===== src/rtl/lane_traffic_scheduler.sv =====
// Per-frame lane scheduler: decides which vehicle lanes advance each frame and
// owns the idle/run/pause/post-hit-freeze flow plus the level-based speed-up.
module lane_traffic_scheduler #(
  parameter int                         NUM_LANES    = 6,
  parameter logic [4*NUM_LANES-1:0]     PERIOD_TABLE = 24'h234_234,
  parameter logic [NUM_LANES-1:0]       LANE_DIR     = 6'b000111,
  parameter int                         MAX_LEVEL    = 7,
  parameter int                         HIT_FRAMES   = 60
) (
  input  logic                 frame_clk,
  input  logic                 Reset,
  input  logic                 start,
  input  logic                 pause,
  input  logic                 frog_hit,
  input  logic                 level_up,
  output logic [NUM_LANES-1:0] lane_step,
  output logic [NUM_LANES-1:0] lane_dir,
  output logic [2:0]           level,
  output logic [1:0]           state,
  output logic                 freeze
);

  localparam logic [1:0] S_IDLE   = 2'd0;
  localparam logic [1:0] S_RUN    = 2'd1;
  localparam logic [1:0] S_PAUSE  = 2'd2;
  localparam logic [1:0] S_FREEZE = 2'd3;
  localparam int         HIT_W    = $clog2(HIT_FRAMES + 1);

  logic [1:0]       state_q, state_d;
  logic [2:0]       level_q, level_d;
  logic [HIT_W-1:0] hit_q, hit_d;
  logic             run_adv;     // RUN frame with no transition: lanes count
  logic             reload_all;  // restart every lane from its new period

  // Reload value: max(1, base - level) - 1, with a zero base behaving as 1.
  function automatic logic [3:0] eff_m1(input logic [3:0] base, input logic [2:0] lvl);
    logic [4:0] b;
    logic [4:0] d;
    b = (base == 4'd0) ? 5'd1 : {1'b0, base};
    d = (b > {2'b00, lvl}) ? (b - {2'b00, lvl}) : 5'd1;
    return 4'(d - 5'd1);
  endfunction

  always_comb begin
    state_d    = state_q;
    level_d    = level_q;
    hit_d      = hit_q;
    run_adv    = 1'b0;
    reload_all = 1'b0;
    case (state_q)
      S_IDLE: begin
        if (start) state_d = S_RUN;
      end
      S_RUN: begin
        if (frog_hit) begin
          state_d = S_FREEZE;
          hit_d   = HIT_W'(HIT_FRAMES - 1);
        end else if (level_up) begin
          level_d    = (level_q < 3'(MAX_LEVEL)) ? level_q + 3'd1 : 3'(MAX_LEVEL);
          reload_all = 1'b1;
        end else if (pause) begin
          state_d = S_PAUSE;
        end else begin
          run_adv = 1'b1;
        end
      end
      S_PAUSE: begin
        if (!pause) state_d = S_RUN;
      end
      default: begin
        if (hit_q == '0) begin
          state_d    = S_RUN;
          reload_all = 1'b1;
        end else begin
          hit_d = hit_q - HIT_W'(1);
        end
      end
    endcase
  end

  always_ff @(posedge frame_clk) begin
    if (Reset) begin
      state_q <= S_IDLE;
      level_q <= 3'd0;
      hit_q   <= '0;
    end else begin
      state_q <= state_d;
      level_q <= level_d;
      hit_q   <= hit_d;
    end
  end

  for (genvar gi = 0; gi < NUM_LANES; gi++) begin : g_lane
    localparam logic [3:0] BASE = PERIOD_TABLE[4*gi +: 4];
    logic [3:0] cnt_q, cnt_d;
    logic       step_q, step_d;

    always_comb begin
      cnt_d  = cnt_q;
      step_d = 1'b0;
      if (reload_all) begin
        cnt_d = eff_m1(BASE, level_d);
      end else if (run_adv) begin
        if (cnt_q == 4'd0) begin
          step_d = 1'b1;
          cnt_d  = eff_m1(BASE, level_q);
        end else begin
          cnt_d = cnt_q - 4'd1;
        end
      end
    end

    always_ff @(posedge frame_clk) begin
      if (Reset) begin
        cnt_q  <= eff_m1(BASE, 3'd0);
        step_q <= 1'b0;
      end else begin
        cnt_q  <= cnt_d;
        step_q <= step_d;
      end
    end

    assign lane_step[gi] = step_q;
  end

  assign lane_dir = LANE_DIR;
  assign level    = level_q;
  assign state    = state_q;
  assign freeze   = (state_q == S_FREEZE);

endmodule


===== config.mk =====
export PLATFORM = sky130hd
export DESIGN_NAME = lane_traffic_scheduler
export DESIGN_NICKNAME = d
export VERILOG_FILES = /design/src/rtl/lane_traffic_scheduler.sv
export SDC_FILE = /design/constraint.sdc
export NUM_CORES = 1
export LEC_CHECK = 0
export CORE_UTILIZATION = 30
export DETAILED_ROUTE_END_ITERATION = 12
export PLACE_DENSITY = 0.47
export SLEW_MARGIN = 20
export SYNTH_ARGS = -nofsm -noshare
export SYNTH_HDL_FRONTEND = slang
export SYNTH_SLANG_ARGS = --single-unit
export TNS_END_PERCENT = 5

===== constraint.sdc =====
create_clock -name frame_clk -period 5.2 [get_ports frame_clk]
set_clock_uncertainty 0.05 [all_clocks]
set_input_delay 1.04 -clock frame_clk [delete_from_list [all_inputs] [get_ports frame_clk]]
set_output_delay 1.04 -clock frame_clk [all_outputs]
set_load 0.05 [all_outputs]

Word level (Yosys, flattened, before mapping)
Index checks and enable logic that the tools add are counted.
{ "word_totals": {"out_inout_bits": 18, "input_bits": 6, "elab_cells": 119, "regBits": 41} }
{ "classes": {"order_cmp": 7, "reduce_logical": 14, "add_sub_neg": 20, "n_bitwise": 2, "n_mux": 52, "eq_ne": 9} }
{ "op_table": {"columns": ["cell", "n"], "rows": [
  ["4-bit 2-to-1 mux", 24],
  ["4-bit by 1-bit subtractor with 4-bit output, second input constant", 12],
  ["4-bit zero test", 6],
  ["2-bit by 3-bit subtractor with 4-bit output, first input constant", 4],
  ["1-bit 2-to-1 mux", 13],
  ["2-bit by 3-bit greater-than comparator with 1-bit output, first input constant", 4],
  ["2-bit 2-to-1 mux", 6],
  ["3-bit 2-to-1 mux", 4],
  ["6-bit 2-to-1 mux", 2],
  ["6-bit one-hot mux with 2 select lines", 1],
  ["3-bit by 3-bit subtractor with 4-bit output, first input constant", 2],
  ["3-bit greater-than comparator, first input constant", 2],
  ["6-bit zero test", 1],
  ["2-bit inequality test, second input constant", 3],
  ["3-bit inequality test, second input constant", 2],
  ["2-bit one-hot mux with 3 select lines", 1],
  ["6-bit by 1-bit subtractor with 6-bit output, second input constant", 1],
  ["5-bit AND reduction", 1],
  ["2-bit == test, second input constant", 2],
  ["4-bit nonzero test", 1],
  ["3-bit by 1-bit adder with 3-bit output, second input constant", 1],
  ["3-bit less-than comparator, second input constant", 1],
  ["3-bit AND reduction", 1],
  ["3-bit OR reduction", 1],
  ["other kinds (7)", 8]
]} }

Depth between registers and ports, before layout
{ "depth": {"depth_word": 9, "mapped_depth": 14} }

Least setup slack after synthesis
OpenSTA, ideal clock, no wires.
{ "synth_path": {"path_type": "input to register", "from": "input port frog_hit", "to": "register g_lane[1].cnt_q[2]", "t_required_ns": 5.074, "arrival_time_ns": 3.057, "stages": 10, "slack_ns": 2.017, "path_cell_list": "and3b_4 mux2i_2 ha_1 inv_1 ha_1 and2_1 ha_1 or3_1 a31oi_1 a21boi_0"} }
{ "synth_between": {"elab_chain_cells": 6} }
{ "synth_rtl": {"columns": ["element", "line_no", "source"], "rows": [
  ["start, declared", "14", "input logic frog_hit,"],
  ["3-bit 2-to-1 mux *", "55", "if (frog_hit) begin"],
  ["3-bit 2-to-1 mux *", "50", "case (state_q)"],
  ["via level_d[0]", "30", "logic [2:0] level_q, level_d;"],
  ["2-bit by 3-bit subtractor with 4-bit output or 2-bit by 3-bit greater-than comparator with 1-bit output (tied branches)", "40", "d = (b > {2'b00, lvl}) ? (b - {2'b00, lvl}) : 5'd1;"],
  ["4-bit 2-to-1 mux *", "40", null],
  ["4-bit by 1-bit subtractor with 4-bit output *", "41", "return 4'(d - 5'd1);"],
  ["4-bit 2-to-1 mux *", "101", "if (reload_all) begin"],
  ["end signal, assigned", "115", "cnt_q <= eff_m1(BASE, 3'd0);"],
  ["end signal, assigned", "118", "cnt_q <= cnt_d;"],
  ["end, declared", "95", "logic [3:0] cnt_q, cnt_d;"]
]} }
Mark *: on every way through the listed nets, which the timed path passes. The rest lies on a longest branch.
A chain may end at the register's enable or synchronous reset.

Worst setup path after layout
{ "layout_path": {"from": "input port level_up", "to": "register g_lane[2].cnt_q[1]"} }
{ "layout_between": {"elab_chain_cells": 7} }
{ "layout_rtl": {"columns": ["element", "line_no", "source"], "rows": [
  ["start, declared", "15", "input logic level_up,"],
  ["3-bit 2-to-1 mux *", "58", "end else if (level_up) begin"],
  ["3-bit 2-to-1 mux *", "55", null],
  ["3-bit 2-to-1 mux *", "50", null],
  ["via level_d[0]", "30", null],
  ["2-bit by 3-bit subtractor with 4-bit output or 2-bit by 3-bit greater-than comparator with 1-bit output (tied branches)", "40", null],
  ["4-bit 2-to-1 mux *", "40", null],
  ["4-bit by 1-bit subtractor with 4-bit output *", "41", null],
  ["4-bit 2-to-1 mux *", "101", null],
  ["end signal, assigned", "115", null],
  ["end signal, assigned", "118", null],
  ["end, declared", "95", null]
]} }
Marks and branches as above.

==> impl_metrics.toml <==
[logic_synthesis]
synthArstFlopShare = 0
synth_edf_count = 0
ys_warn_count = 0
synthFlopType = "dfxtp_1"
synth.avg_cell_area_sq_um = 8.02
synthDistinctLibCells = 69
synth_seq_cells = 41
synth_seq_area_share = 0.288
syn_area_sq_um = 2850
synthCells = 355

[floorplan]
die_area_sq_um = 9890
die_h_microns = 99.4
die_x_microns = 99.4
ioPinCount = 24
coreArea_sq_um = 9200
placementRows = 35
start_util = 0.310

[global_route]
grt_pass1_vias = 2394
grt_max_degree = 29
grt_antenna_before_repair = 0
track_usage = 0.156
grt_pass1_wl_mm = 12.2
grt_remaining_overflow = 0

[pwr]
pwr-share-clk = 0.154
irDropWorstVdd_uv = 254
p_leak_nw = 1.27
seqPwrFrac = 0.336
p_per_area_nw_per_um2 = 434
intPower_mw = 0.766
swShare = 0.442
p_switching_mw = 0.607
pwr-share-comb = 0.510

[clock_network]
clkTransAtPathRegs_ns = 0.09
htreeDepth = 2
cts.path.max_buffers = 2
numCtsBuffers = 5
cts_root_buffer = "clkbuf_8"
cts_resized = 0
clock_latency_ns = 0.30
cts_sinks = 41
cts_tree = "yes"
ctsHoldBuffers = 0
post_cts.repair.setup_buffers = 0

[placed_design]
io_buffers = 17
dp_hpwl_mm = 5.50
gp_congestion = 0.823

[routing]
viasPerCell = 5.36
drc = 0
drt_wl_total_mm = 7.33
ant_nets = 0
wl_per_cell_microns = 15.4
vias = 2552
drt_iter0_drc = 160
dr.pass1.iters = 5

[worst_hold_path]
holdCritPathClass = "register to register"

[finish]
nFillCells = 973
utilization = 0.344
area_growth_syn_to_layout_pct = 11.0
nNetsFinal = 394
drive_above_1_share = 0.0603
antennaDiodeCount = 0

[status]
status = "completed"

[timing]
min_period_ns = 3.65
final-hold-violation-count = 0
slew_viol_final = 0
setup-tns-final_ns = 0
rsz0062_at_grt = "false"
setup_viol = 0
max_freq_ghz = 0.274
slew_headroom = 0.361
tightest_slew_ns = 0.953
fin_crit_sh = 0.701

[setup_path]
cp_max_fo = 6
worstPathArrival_ns = 3.80
critPathRequiredTime_ns = 5.35
critPathLaunchType = "input port"
critPathKind = "input port to register"
end_kind = "register"

[job]
cap_violations = 0
==> sequential cells by signal, summed over array words and instances (netlist names) <==
name,flops
level,3
state,2
hit_q,6
g_lane.cnt_q,24
g_lane.step_q,6
==> area by class of cell <==
cell class / count / area (sq um) / share of cell area
clock inverter: 3 / 17.5 / 0.00554
sequential: 41 / 821 / 0.260
clock buffer: 5 / 68.8 / 0.0218
multi-input combinational: 260 / 1780 / 0.563
timing repair buffer: 22 / 208 / 0.0657
tap: 111 / 139 / 0.0439
inverter: 34 / 128 / 0.0404
==> critical path, stage by stage <==
cell and delay, ns:
clkdlybuf4s50_1 0.60, and3b_4 0.28, mux2i_2 0.38, inv_1 0.11, ha_1 0.34, or2_2 0.31
ha_1 0.29, nor2_1 0.17, a211oi_1 0.07, a211oi_1 0.22
==> cell usage in the layout (no fill, tap or decap), types with 5 or more instances in the layout <==
master and count:
nand2_1 24, nor3_1 17, clkdlybuf4s50_1 17, nor2_1 30
dfxtp_1 41, o21ai_0 21, clkbuf_8 5, a21oi_1 20
a211oi_1 13, mux2i_1 7, ha_1 24, buf_4 5
and2_1 7, inv_1 34, conb_1 6
==> path summary, 6_finish.rpt <==
path	startpoint	endpoint	slack, ns	cells past startpoint
worst min register to register	hit_q[0]	hit_q[0]	0.46	1
worst min-delay path	hit_q[0]	hit_q[0]	0.46	1
worst max-delay path	level_up	g_lane[2].cnt_q[1]	1.55	10
worst max register to register	level[2]	g_lane[1].cnt_q[2]	1.93	12
==> Yosys cell counts (5+ instances only) <==
master | n | area (sq um)
dfxtp_1 | 41 | 821
and2_1 | 7 | 43.8
a21oi_1 | 20 | 100
inv_1 | 34 | 128
mux2i_1 | 7 | 70.1
a211oi_1 | 13 | 97.6
nor2_1 | 30 | 113
o21ai_0 | 21 | 105
buf_4 | 12 | 90.1
nor3_1 | 17 | 85.1
nand2_1 | 24 | 90.1
buf_2 | 5 | 25.0
clkbuf_1 | 6 | 22.5
ha_1 | 24 | 300
==> per-layer routing <==
layer	global-route usage	vias to the layer above	wire [microns]	part of all wire
met1	0.201	1202	3420	0.47
met5	0	-	0	0
li1	-	1277	-	-
met3	0.0302	9	283	0.039
met4	0.0430	0	99	0.013
met2	0.267	64	3530	0.48
==> power by group through the flow <==
stage               sequential, mW  clock (mW)  combinational (mW)
global route                 0.473       0.237               0.792
floorplan                    0.474           0               0.524
CTS                          0.461       0.223               0.701
global placement             0.468           0               0.692
detailed placement           0.468           0               0.697
finish                       0.461       0.212               0.701
==> per-stage QoR <==
stage               hold slack, ns  total power, mW  instances  cell area [sq um]  setup WS, ns
finish                       0.457             1.37        476               3160          1.55
global route                 0.483             1.50        476               3160          1.35
CTS                          0.458             1.39        476               3160          1.56
detailed placement           0.440             1.17        468               3070          1.26
global placement             0.442             1.16        468               3070          1.35
floorplan                    0.408            0.998        359               2860          2.02
==> logic make-up (layout without fill, tap and decap cells) <==
kind of cell,Yosys count,in the layout,synth area share
AND/OR/NAND/NOR,115,115,0.213
buffers and inverters,58,64,0.0945
AO/OA/AOI/OAI,100,100,0.245
flip-flops,41,41,0.288
multiplexers,8,8,0.0294
other,2,6,0.00264
adder cells (fa/ha/maj),24,24,0.105
XOR/XNOR,7,7,0.0215
(Power assumes the default switching activity.)
